[src/rtl/div_pkg.sv]
// rtl/div_pkg.sv - shared encodings and constants for the RV32M divide sequencer
package div_pkg;

    localparam int DIV_W = 32;

    // funct3[1:0]: bit0 = unsigned, bit1 = remainder
    localparam logic [1:0] OP_DIV  = 2'b00;
    localparam logic [1:0] OP_DIVU = 2'b01;
    localparam logic [1:0] OP_REM  = 2'b10;
    localparam logic [1:0] OP_REMU = 2'b11;

    // Most negative signed value at the default width
    localparam logic [DIV_W-1:0] MIN_INT = {1'b1, {(DIV_W-1){1'b0}}};

    typedef enum logic [1:0] {
        S_IDLE = 2'd0,
        S_CALC = 2'd1,
        S_FIX  = 2'd2,
        S_DONE = 2'd3
    } div_state_e;

endpackage

[src/rtl/div_step.sv]
// rtl/div_step.sv - one radix-2 restoring division iteration
module div_step #(
    parameter int WIDTH = 32
) (
    input  logic [WIDTH:0]   p_i,
    input  logic [WIDTH-1:0] q_i,
    input  logic [WIDTH-1:0] b_i,
    output logic [WIDTH:0]   p_o,
    output logic [WIDTH-1:0] q_o
);

    logic [WIDTH:0]   p_sh;
    logic [WIDTH+1:0] trial;

    // Shift the next dividend bit into P, try the subtraction, restore on borrow
    always_comb begin
        p_sh  = {p_i[WIDTH-1:0], q_i[WIDTH-1]};
        trial = {1'b0, p_sh} - {2'b00, b_i};
        if (!trial[WIDTH+1]) begin
            p_o = trial[WIDTH:0];
            q_o = {q_i[WIDTH-2:0], 1'b1};
        end else begin
            p_o = p_sh;
            q_o = {q_i[WIDTH-2:0], 1'b0};
        end
    end

endmodule

[src/rtl/div_seq_ctrl.sv]
// rtl/div_seq_ctrl.sv - multi-cycle DIV/DIVU/REM/REMU sequencer with sign fixup
module div_seq_ctrl
    import div_pkg::*;
#(
    parameter int WIDTH = 32,
    parameter int TAG_W = 5
) (
    input  logic             clk,
    input  logic             rst,
    input  logic             flush,
    input  logic             req_valid,
    output logic             req_ready,
    input  logic [1:0]       req_op,
    input  logic [WIDTH-1:0] req_a,
    input  logic [WIDTH-1:0] req_b,
    input  logic [TAG_W-1:0] req_tag,
    output logic             resp_valid,
    input  logic             resp_ready,
    output logic [WIDTH-1:0] resp_result,
    output logic [TAG_W-1:0] resp_tag,
    output logic             busy
);

    localparam int              CW      = $clog2(WIDTH);
    localparam logic [WIDTH-1:0] ONE     = {{(WIDTH-1){1'b0}}, 1'b1};
    localparam logic [WIDTH-1:0] MIN_W   = {1'b1, {(WIDTH-1){1'b0}}};
    localparam logic [CW-1:0]    CNT_END = CW'(WIDTH - 1);

    div_state_e       state_q, state_d;
    logic [CW-1:0]    cnt_q, cnt_d;
    logic [WIDTH:0]   p_q, p_d;
    logic [WIDTH-1:0] q_q, q_d;
    logic [WIDTH-1:0] b_q, b_d;
    logic             rem_q, rem_d;
    logic             negq_q, negq_d;
    logic             negr_q, negr_d;
    logic [TAG_W-1:0] tag_q, tag_d;
    logic [WIDTH-1:0] result_q, result_d;

    logic [WIDTH:0]   step_p;
    logic [WIDTH-1:0] step_q;

    logic             op_signed;
    logic             a_neg, b_neg;
    logic [WIDTH-1:0] a_mag, b_mag;
    logic             div_zero, sgn_ovf;

    div_step #(.WIDTH(WIDTH)) u_step (
        .p_i (p_q),
        .q_i (q_q),
        .b_i (b_q),
        .p_o (step_p),
        .q_o (step_q)
    );

    // Operand decode: magnitudes and the two special cases that skip the iteration
    always_comb begin
        op_signed = ~req_op[0];
        a_neg     = op_signed & req_a[WIDTH-1];
        b_neg     = op_signed & req_b[WIDTH-1];
        a_mag     = a_neg ? (~req_a + ONE) : req_a;
        b_mag     = b_neg ? (~req_b + ONE) : req_b;
        div_zero  = (req_b == '0);
        sgn_ovf   = op_signed && (req_a == MIN_W) && (req_b == '1);
    end

    // Next-state and datapath: accept, iterate, fix sign, hold until taken
    always_comb begin
        state_d  = state_q;
        cnt_d    = cnt_q;
        p_d      = p_q;
        q_d      = q_q;
        b_d      = b_q;
        rem_d    = rem_q;
        negq_d   = negq_q;
        negr_d   = negr_q;
        tag_d    = tag_q;
        result_d = result_q;
        case (state_q)
            S_IDLE: begin
                if (req_valid && !flush) begin
                    tag_d  = req_tag;
                    rem_d  = req_op[1];
                    negq_d = a_neg ^ b_neg;
                    negr_d = a_neg;
                    if (div_zero) begin
                        result_d = req_op[1] ? req_a : '1;
                        state_d  = S_DONE;
                    end else if (sgn_ovf) begin
                        result_d = req_op[1] ? '0 : MIN_W;
                        state_d  = S_DONE;
                    end else begin
                        cnt_d   = '0;
                        p_d     = '0;
                        q_d     = a_mag;
                        b_d     = b_mag;
                        state_d = S_CALC;
                    end
                end
            end
            S_CALC: begin
                p_d   = step_p;
                q_d   = step_q;
                cnt_d = cnt_q + CW'(1);
                if (cnt_q == CNT_END) begin
                    state_d = S_FIX;
                end
            end
            S_FIX: begin
                if (rem_q) begin
                    result_d = negr_q ? (~p_q[WIDTH-1:0] + ONE) : p_q[WIDTH-1:0];
                end else begin
                    result_d = negq_q ? (~q_q + ONE) : q_q;
                end
                state_d = S_DONE;
            end
            S_DONE: begin
                if (resp_ready) begin
                    state_d = S_IDLE;
                end
            end
            default: state_d = S_IDLE;
        endcase
        if (flush) begin
            state_d = S_IDLE;
        end
    end

    // State and datapath registers; reset aborts any operation
    always_ff @(posedge clk) begin
        if (rst) begin
            state_q  <= S_IDLE;
            cnt_q    <= '0;
            p_q      <= '0;
            q_q      <= '0;
            b_q      <= '0;
            rem_q    <= 1'b0;
            negq_q   <= 1'b0;
            negr_q   <= 1'b0;
            tag_q    <= '0;
            result_q <= '0;
        end else begin
            state_q  <= state_d;
            cnt_q    <= cnt_d;
            p_q      <= p_d;
            q_q      <= q_d;
            b_q      <= b_d;
            rem_q    <= rem_d;
            negq_q   <= negq_d;
            negr_q   <= negr_d;
            tag_q    <= tag_d;
            result_q <= result_d;
        end
    end

    assign req_ready   = (state_q == S_IDLE);
    assign busy        = (state_q != S_IDLE);
    assign resp_valid  = (state_q == S_DONE);
    assign resp_result = result_q;
    assign resp_tag    = tag_q;

endmodule

[config.mk]
export PLATFORM = sky130hd
export DESIGN_NAME = div_seq_ctrl
export DESIGN_NICKNAME = d
export VERILOG_FILES = /design/src/rtl/div_pkg.sv /design/src/rtl/div_step.sv /design/src/rtl/div_seq_ctrl.sv
export SDC_FILE = /design/constraint.sdc
export NUM_CORES = 1
export LEC_CHECK = 0
export BUFFER_PORTS_ARGS = -buffer_cell sky130_fd_sc_hd__buf_2
export CORE_MARGIN = 2
export CORE_UTILIZATION = 50
export DETAILED_ROUTE_END_ITERATION = 12
export PLACE_DENSITY_LB_ADDON = 0.08
export SLEW_MARGIN = 25
export SYNTH_ARGS = -nofsm -noshare
export SYNTH_HDL_FRONTEND = slang
export SYNTH_SLANG_ARGS = --single-unit
[constraint.sdc]
create_clock -name clk -period 3.9 [get_ports clk]
set_input_delay 0.195 -clock clk [delete_from_list [all_inputs] [get_ports clk]]
set_output_delay 0.195 -clock clk [all_outputs]
set_load 0.02 [all_outputs]
==> flow_summary.yaml, run 1 <==
run_status:
  status: "complete, no violations"
sta:
  timing_hold_violations_final: 0
  rsz0062_at_grt: "no"
  finalCritPeriodShare_pct: 86.0
  setup_viol: 0
  hold_slack_ps: 1.87
  tightestPinTransition_ps: 997
  fmax_mhz: 298
  skew_ps: 7.99
  drv_slew: 0
  slew_headroom_pct: 33.5
  period_minus_slack_ps: 3350
  tns_ps: 0
cells_and_area:
  antenna_cells: 0
  fill_cells: 2013
  nets: 1582
  seq_area_um2: 2860
  multi_input_area_um2: 7090
  instances_no_fill: 1744
  drive_gt1_share_pct: 13.6
  final_core_util_pct: 58.3
  area_growth_pct: 13.6
placed_design:
  place_inst: 1711
  port-buffer-count: 115
  hpwl_um: 22900
  place.gp.congestion: 0.898
synth:
  synth_common_cells: "143 x dfxtp_1, 134 x nor2_1, 127 x nand2_1, 111 x a21oi_1, 90 x o21ai_0"
  yosys.cell_count.top_type: "dfxtp_1"
  ys_seq_area_share_pct: 27.3
  synth.cell_area_um2: 10500
  syn_inst: 1387
  synth-edff-count: 0
  ys_types: 73
  synth_area_per_cell_um2: 7.55
  async_flop_share_pct: 0
  synth_top_area_cell: "dfxtp_1"
  ys_top_cells_by_area: "dfxtp_1 27%, xnor2_1 6.4%, xor2_1 5.7%, a21oi_1 5.3%, ha_1 5.1%"
  yosysTopAreaCellShare_pct: 27.3
  synth_seq_cells: 143
  synth_warnings: 0
  synth_ff_type: "dfxtp_1"
  syn-num-nets: 1507
clock_network:
  cts.sinks: 143
  htreeDepth: 4
  path_clk_slew_ps: 60
  clock-root-buffer: "clkbuf_16"
  numCtsBuffers: 17
  clock_latency_ps: 430
  cts.path.max_buffers: 2
  cts_tree: "yes"
floorplanning:
  pin_count: 116
  die_h_um: 149
  rows: 52
  coreArea_um2: 20400
  dieArea_um2: 22100
  start_util_pct: 51.3
  fp.dieW_um: 149
global_routing:
  grt_use_total_pct: 28.1
  busiest_layer: "met2"
  grt_pass1_vias: 9558
  antenna_found_initial: 0
  met3_usage_pct: 3.73
  grt_util_met1_pct: 39.1
  grt.overflow.total: 0
  grt_start_max_net_pins: 91
  grt_pass1_wl_um: 50000
  use_met2_pct: 45.6
critical_path:
  cp-start-kind: "register"
  crit_type: "register to register"
  cp_max_fo: 4
  required_ps: 4190
  cp.arrival_ps: 3650
  endpoint_kind: "register"
routing:
  first_pass_iters: 5
  vias: 10294
  wl_per_cell_um: 17.6
  vias_per_cell: 5.90
  ant_nets: 0
  wl_um: 30800
  drc: 0
  drt_iter0_drc: 717
flow_run:
  maxCapViolCount: 0
power_and_ir_drop:
  p_clk_share_pct: 42.5
  p_sw_share_pct: 28.6
  share_seq_of_total_power_pct: 39.2
  pwr_density_cell_nw_per_um2: 336
  p_switching_mw: 1.14
  power.share.combinational_pct: 18.3
  ir_worst_vdd_v: 0.000171
  p_int_mw: 2.85
  p_leak_nw: 4.73
  p_total_mw: 3.99
hold_path:
  hp-class: "input port to register"
==> layout by cell type (no fill, tap or decap), drive strengths merged, types with 35 or more instances in the layout <==
cell type	instances
xnor2	77
inv	61
xor2	68
o21ai	100
ha	43
a21oi	111
a211oi	42
dfxtp	143
nor2	135
nor3	35
nand2	127
buf	138
==> power by group through the flow <==
stage	clock network, mW	logic [mW]	registers (mW)
finish	1.70	0.730	1.56
global route	1.78	0.812	1.57
CTS	1.71	0.725	1.56
detailed placement	0	0.718	1.59
global placement	0	0.716	1.59
floorplan	0	0.515	1.57
==> worst paths after layout <==
check / cells past startpoint / slack [ps] / to / from
worst min register to register: 2 / 450 / cnt_q[4] / cnt_q[4]
worst max register to register: 13 / 550 / p_q[30] / q_q[31]
worst min-delay path: 3 / 2 / resp_tag[0] / req_tag[0]
worst max-delay path: 13 / 550 / p_q[30] / q_q[31]
==> per-stage QoR <==
stage	setup WS [ps]	cell area [um^2]
global placement	585	11300
detailed placement	475	11300
floorplan	967	10500
finish	546	11900
CTS	542	11900
global route	369	11900
==> cell type report <==
type                       instances  area share [%]
sequential                       143            24.1
clock buffer                      21            3.95
multi-input combinational       1098            59.6
timing repair buffer             140            6.48
inverter                          62            1.96
tap                              270            2.84
clock inverter                    10            1.15
==> state kept, by name, summed over array words and instances (netlist names) <==
register / cells
q_q: 32
p_q: 32
resp_result: 32
state_q: 2
b_q: 32
rem_q: 1
negq_q: 1
resp_tag: 5
negr_q: 1
cnt_q: 5
==> layer usage <==
layer | up-vias | part of all wire [%]
li1 | 5185 | -
met1 | 4716 | 46
met2 | 349 | 46
met3 | 44 | 5.7
met4 | 0 | 2.1
met5 | - | 0
==> cell families (layout without fill, tap and decap cells) <==
group / Yosys count / after routing / synth area share [%]
fa+ha+maj: 44 / 44 / 5.33
compound gates: 440 / 440 / 27.5
flops: 143 / 143 / 27.3
mux: 21 / 21 / 2.01
buf+inv: 146 / 233 / 5.33
simple gates: 448 / 448 / 20.4
xor+xnor: 145 / 145 / 12.1
==> critical path, stage by stage (launching register included) <==
cell	delay [ps]
dfxtp_1	320
inv_1	210
ha_1	220
inv_1	50
fa_1	420
a211o_1	340
o211ai_1	130
a211oi_1	200
o21a_1	270
a311oi_1	430
nand3b_1	240
a41oi_1	160
xnor2_1	150
o21ai_0	80
==> repair_timing <==
action / in CTS / in global routing
setup buffers: 0 / 0
gates resized for setup: 0 / 0
hold endpoints to repair: 2 / 0
hold buffers: 2 / 0
(Power assumes the default switching activity.)
==> inputs of run 2 (changes only) <==
- CORE_UTILIZATION: 50 -> 40
- clock period: 3.9 -> 4.1 ns (I/O delays scaled with it)
==> run 2 against run 1 <==
Net effect:
- first-iteration DRC count grew 9.8%
- worst setup slack gained 120 ps
- combinational power shrank 3.6%
- register-to-register slack gained 120 ps
- critical path type unchanged
==> flow_summary.yaml, run 2 (same netlist as run 1, synthesis figures left out) <==
clock_network:
  clock_latency_ps: 430
  numCtsBuffers: 17
  clock-root-buffer: "clkbuf_16"
  hold_buffers: 1
  cts.path.max_buffers: 2
  cts_tree: "yes"
  ctsResizeCount: 0
  path_clk_slew_ps: 60
  cts.sinks: 143
  cts_setup_buffers: 0
  htreeDepth: 4
cells_and_area:
  mostFrequentLayoutCell: "dfxtp_1"
  multi_input_area_um2: 7100
  layout_common_cells: "143 x dfxtp_1, 132 x nor2_1, 127 x nand2_1"
  seq_area_um2: 2860
  final_core_util_pct: 46.4
  instances_no_fill: 1816
  area_growth_pct: 14.8
  drive_gt1_share_pct: 13.9
  fill_cells: 2636
  design_area_um2: 12000
  nets: 1587
critical_path:
  crit_top_cell: "buf_4"
  required_ps: 4390
  cpPeakStageDelay_ps: 490
  critPathBufInv: 3
  cp_max_fo: 24
  cp_slowest_cell: "o31ai_1"
  crit_type: "register to register"
  cp.arrival_ps: 3720
  endpoint_kind: "register"
  cp_cell_sequence: "ha_1 -> o21a_1 -> o31a_1 -> o21ai_1 -> buf_4 -> o31ai_1 -> a211oi_1 -> o21ai_2 -> buf_4 -> nor2_1 -> buf_4 -> a22oi_1 -> o21ai_0"
  crit_family: "compound AO/OA/AOI/OAI gates"
  cp-start-kind: "register"
routing:
  first_pass_iters: 8
  vias: 10289
  ant_nets: 0
  wl_um: 33200
  drt_iter0_drc: 787
  vias_per_cell: 5.67
  drc: 0
  wl_per_cell_um: 18.3
sta:
  finalWorstSetupSlack_ps: 670
  period_minus_slack_ps: 3430
  drv_slew: 0
  tns_ps: 0
  fmax_mhz: 292
  tightestPinTransition_ps: 911
  hold_slack_ps: 13.0
  timing_hold_violations_final: 0
  slew_headroom_pct: 39.1
  rsz0062_at_grt: "no"
  finalCritPeriodShare_pct: 83.7
  setup_viol: 0
  skew_ps: 11.3
floorplanning:
  start_util_pct: 40.4
  fp.dieW_um: 166
  coreArea_um2: 25900
  rows: 59
  dieArea_um2: 27500
  pin_count: 116
  die_h_um: 166
run_status:
  status: "complete, no violations"
global_routing:
  grt_start_max_net_pins: 69
  antenna_found_initial: 1
  grt_use_total_pct: 23.8
  grt_pass1_wl_um: 53200
  grt_pass1_vias: 9841
  grt.overflow.total: 0
power_and_ir_drop:
  p_total_mw: 3.81
  p_switching_mw: 1.11
  p_leak_nw: 4.75
  share_seq_of_total_power_pct: 39.1
  ir_worst_vdd_v: 0.000293
  p_int_mw: 2.70
  power.share.combinational_pct: 18.5
  p_sw_share_pct: 29.1
  pwr_density_cell_nw_per_um2: 317
  p_clk_share_pct: 42.4
placed_design:
  place_inst: 1782
  placed_cell_area_um2: 11400
  port-buffer-count: 115
  post-place-ws_ps: 669
  hpwl_um: 24900
  place.gp.congestion: 0.875
hold_path:
  hp-class: "input port to register"
flow_run:
  maxCapViolCount: 0
==> run 2: worst paths after layout <==
kind | start | to | slack, ps | depth (start not counted)
hold reg to reg | resp_result[20] | resp_result[20] | 460 | 2
hold / removal | req_tag[1] | resp_tag[1] | 10 | 3
setup reg to reg | p_q[2] | p_q[27] | 670 | 13
setup / recovery | p_q[2] | p_q[27] | 670 | 13
==> run 2: tightest hold or removal path: cells and delay by family <==
family,cells,cell delay (ps)
buf+inv,1,70
mux,1,50
simple gates,1,70
==> run 2: power groups by stage <==
stage,sequential [mW],combinational (mW),clock (mW)
2_1_floorplan,1.50,0.490,0
3_3_place_gp,1.52,0.697,0
3_5_place_dp,1.52,0.698,0
4_1_cts,1.49,0.701,1.64
5_1_grt,1.49,0.781,1.70
6_report,1.49,0.704,1.62
==> run 2: layer usage <==
metal / share of wire, % / up-vias / track usage (%)
met4: 2.3 / 0 / 8.09
met3: 4.0 / 48 / 2.57
met5: 0 / - / 0
met2: 47 / 267 / 39.2
li1: - / 5186 / -
met1: 47 / 4788 / 32.5
==> run 2: final cells by class <==
type                            count  share of cell area [%]
Tap cell                          335                    3.49
Multi-Input combinational cell   1098                    59.0
Inverter                           62                    1.94
Sequential cell                   143                    23.8
Clock inverter                     10                    1.13
Timing Repair Buffer              145                    6.70
Clock buffer                       22                    3.86
Antenna cell                        1                  0.0208
==> inputs of run 3 (changes only) <==
- clock period: 4.1 -> 2.8 ns (I/O delays scaled with it)
==> run 3 against run 2 <==
Net effect:
- flip-flop and latch count unchanged
- fmax up 24%
- via count is 4.1% higher
- combinational power increased by 72%
- clock skew grew 12 ps
- first-iteration DRC count increased by 17%
- highest routed layer is now met5
- hold slack better by 20 ps
==> flow_summary.yaml, run 3 (same netlist as run 1, synthesis figures left out) <==
clock_network:
  clock_latency_ps: 440
  cts.path.max_buffers: 2
  cts.sinks: 143
  cts_tree: "yes"
  htreeDepth: 4
  clock-root-buffer: "clkbuf_16"
  numCtsBuffers: 17
  path_clk_slew_ps: 70
routing:
  first_pass_iters: 6
  vias: 10706
  drc: 0
  ant_nets: 0
  wl_per_cell_um: 17.7
  wl_um: 34200
  vias_per_cell: 5.54
  drt_iter0_drc: 917
global_routing:
  grt_pass1_vias: 9811
  grt_start_max_net_pins: 64
  grt_pass1_wl_um: 53800
  antenna_found_initial: 1
  grt.overflow.total: 0
  grt_use_total_pct: 24.0
critical_path:
  crit_top_cell: "or4_4"
  cp_cell_sequence: "or4_4 -> or4_4 -> or4_4 -> or2_4 -> o21ai_2 -> xor2_1 -> a21oi_1 -> a32o_1"
  cp_slowest_cell: "or4_4"
  required_ps: 3120
  worstRegToRegCells: 8
  endpoint_kind: "register"
  cp_max_fo: 3
  cpPeakStageDelay_ps: 540
  cp.arrival_ps: 3090
  cp-start-kind: "register"
  crit_type: "register to register"
sta:
  tightestPinTransition_ps: 927
  hold_slack_ps: 32.6
  finalCritPeriodShare_pct: 98.9
  skew_ps: 23.6
  slew_headroom_pct: 37.9
  fmax_mhz: 361
  period_minus_slack_ps: 2770
  timing_hold_violations_final: 0
  rsz0062_at_grt: "yes"
  drv_slew: 0
  setup_viol: 0
floorplanning:
  pin_count: 116
  coreArea_um2: 25900
  fp.dieW_um: 166
  start_util_pct: 40.4
  dieArea_um2: 27500
  rows: 59
  die_h_um: 166
placed_design:
  port-buffer-count: 115
  hpwl_um: 25600
  place.gp.congestion: 0.845
  place_inst: 1885
power_and_ir_drop:
  pwr_density_cell_nw_per_um2: 435
  p_switching_mw: 1.71
  power.share.combinational_pct: 20.9
  p_sw_share_pct: 29.6
  ir_worst_vdd_v: 0.000369
  p_leak_nw: 5.39
  p_clk_share_pct: 41.6
  share_seq_of_total_power_pct: 37.5
  p_int_mw: 4.05
flow_run:
  maxCapViolCount: 0
cells_and_area:
  area_growth_pct: 26.4
  drive_gt1_share_pct: 22.4
  antenna_cells: 0
  mostFrequentLayoutCell: "dfxtp_1"
  nets: 1703
  instances_no_fill: 1931
  layout_common_cells: "133 x dfxtp_1, 132 x nor2_1, 130 x buf_4"
  fill_cells: 2623
hold_path:
  whs_path_depth: 3
  hp-class: "input port to register"
run_status:
  status: "complete, no violations"
[run 3: cell count changes in the layout (fill, tap and decap cells not counted), moves of 4 or more]
cell           previous run  this run
buf_4                    30       130
buf_12                    0         8
a21oi_1                 110       103
ha_2                      0         4
a21oi_2                   1         8
dlygate4sd3_1             1         6
dfxtp_1                 143       133
ha_1                     43        37
dfxtp_2                   0        10
[run 3: stage by stage]
step | power, mW | utilization, % | setup slack, ps | area [um^2] | setup TNS, ps
3_5_place_dp | 3.34 | 47.4 | -122 | 12300 | -340
6_report | 5.75 | 51.1 | 30.5 | 13200 | 0
5_1_grt | 6.02 | 51.1 | -82.2 | 13200 | -501
4_1_cts | 5.74 | 50.0 | 4.28 | 13000 | 0
2_1_floorplan | 2.91 | - | 7.33 | 10500 | 0
3_3_place_gp | 3.34 | 47.4 | -58.1 | 12300 | -139
[run 3: layer usage]
| metal | vias up | share of wire (%) | GRT usage, % |
|---|---|---|---|
| met5 | - | 0.023 | 0 |
| met4 | 2 | 2.0 | 7.15 |
| met3 | 42 | 4.3 | 3.50 |
| met2 | 266 | 46 | 38.7 |
| met1 | 4987 | 47 | 33.4 |
| li1 | 5409 | - | - |
[run 3: timing repair]
| action | CTS | global route |
|---|---|---|
| buffers inserted | 0 | 7 |
| pin swaps | 4 | 20 |
| gates resized for setup | 5 | 48 |
| hold buffers | 6 | 0 |
| setup endpoints to repair | 4 | 42 |
| cloned | 0 | 2 |
| endpoints found under the hold margin | 7 | 0 |
[run 3: path summary, 6_finish.rpt]
kind	start	end	slack, ps
worst max-delay path	p_q[15]	resp_result[25]	30
worst min-delay path	req_b[29]	b_q[29]	30
worst max register to register	p_q[15]	resp_result[25]	30
worst min register to register	resp_result[20]	resp_result[20]	440
[run 3: area by class of cell]
class / instances / area [um^2] / area share, %
Clock inverter: 12 / 163 / 1.23
Clock buffer: 20 / 447 / 3.37
Timing Repair Buffer: 261 / 1830 / 13.8
Tap cell: 335 / 419 / 3.17
Multi-Input combinational cell: 1098 / 7270 / 54.9
Inverter: 62 / 233 / 1.76
Sequential cell: 143 / 2880 / 21.7
[run 3: power groups by stage]
stage | Clock, mW | Combinational (mW) | Sequential [mW]
floorplan | 0 | 0.718 | 2.19
global placement | 0 | 1.14 | 2.20
detailed placement | 0 | 1.14 | 2.20
CTS | 2.43 | 1.16 | 2.15
global route | 2.52 | 1.33 | 2.16
finish | 2.39 | 1.21 | 2.16
[run 3: worst max-delay path: cells and delay by family, from the launching register on]
kind / cells / cell delay [ps]
xor+xnor: 1 / 160
compound gates: 3 / 450
simple gates: 4 / 1760
flops: 1 / 310
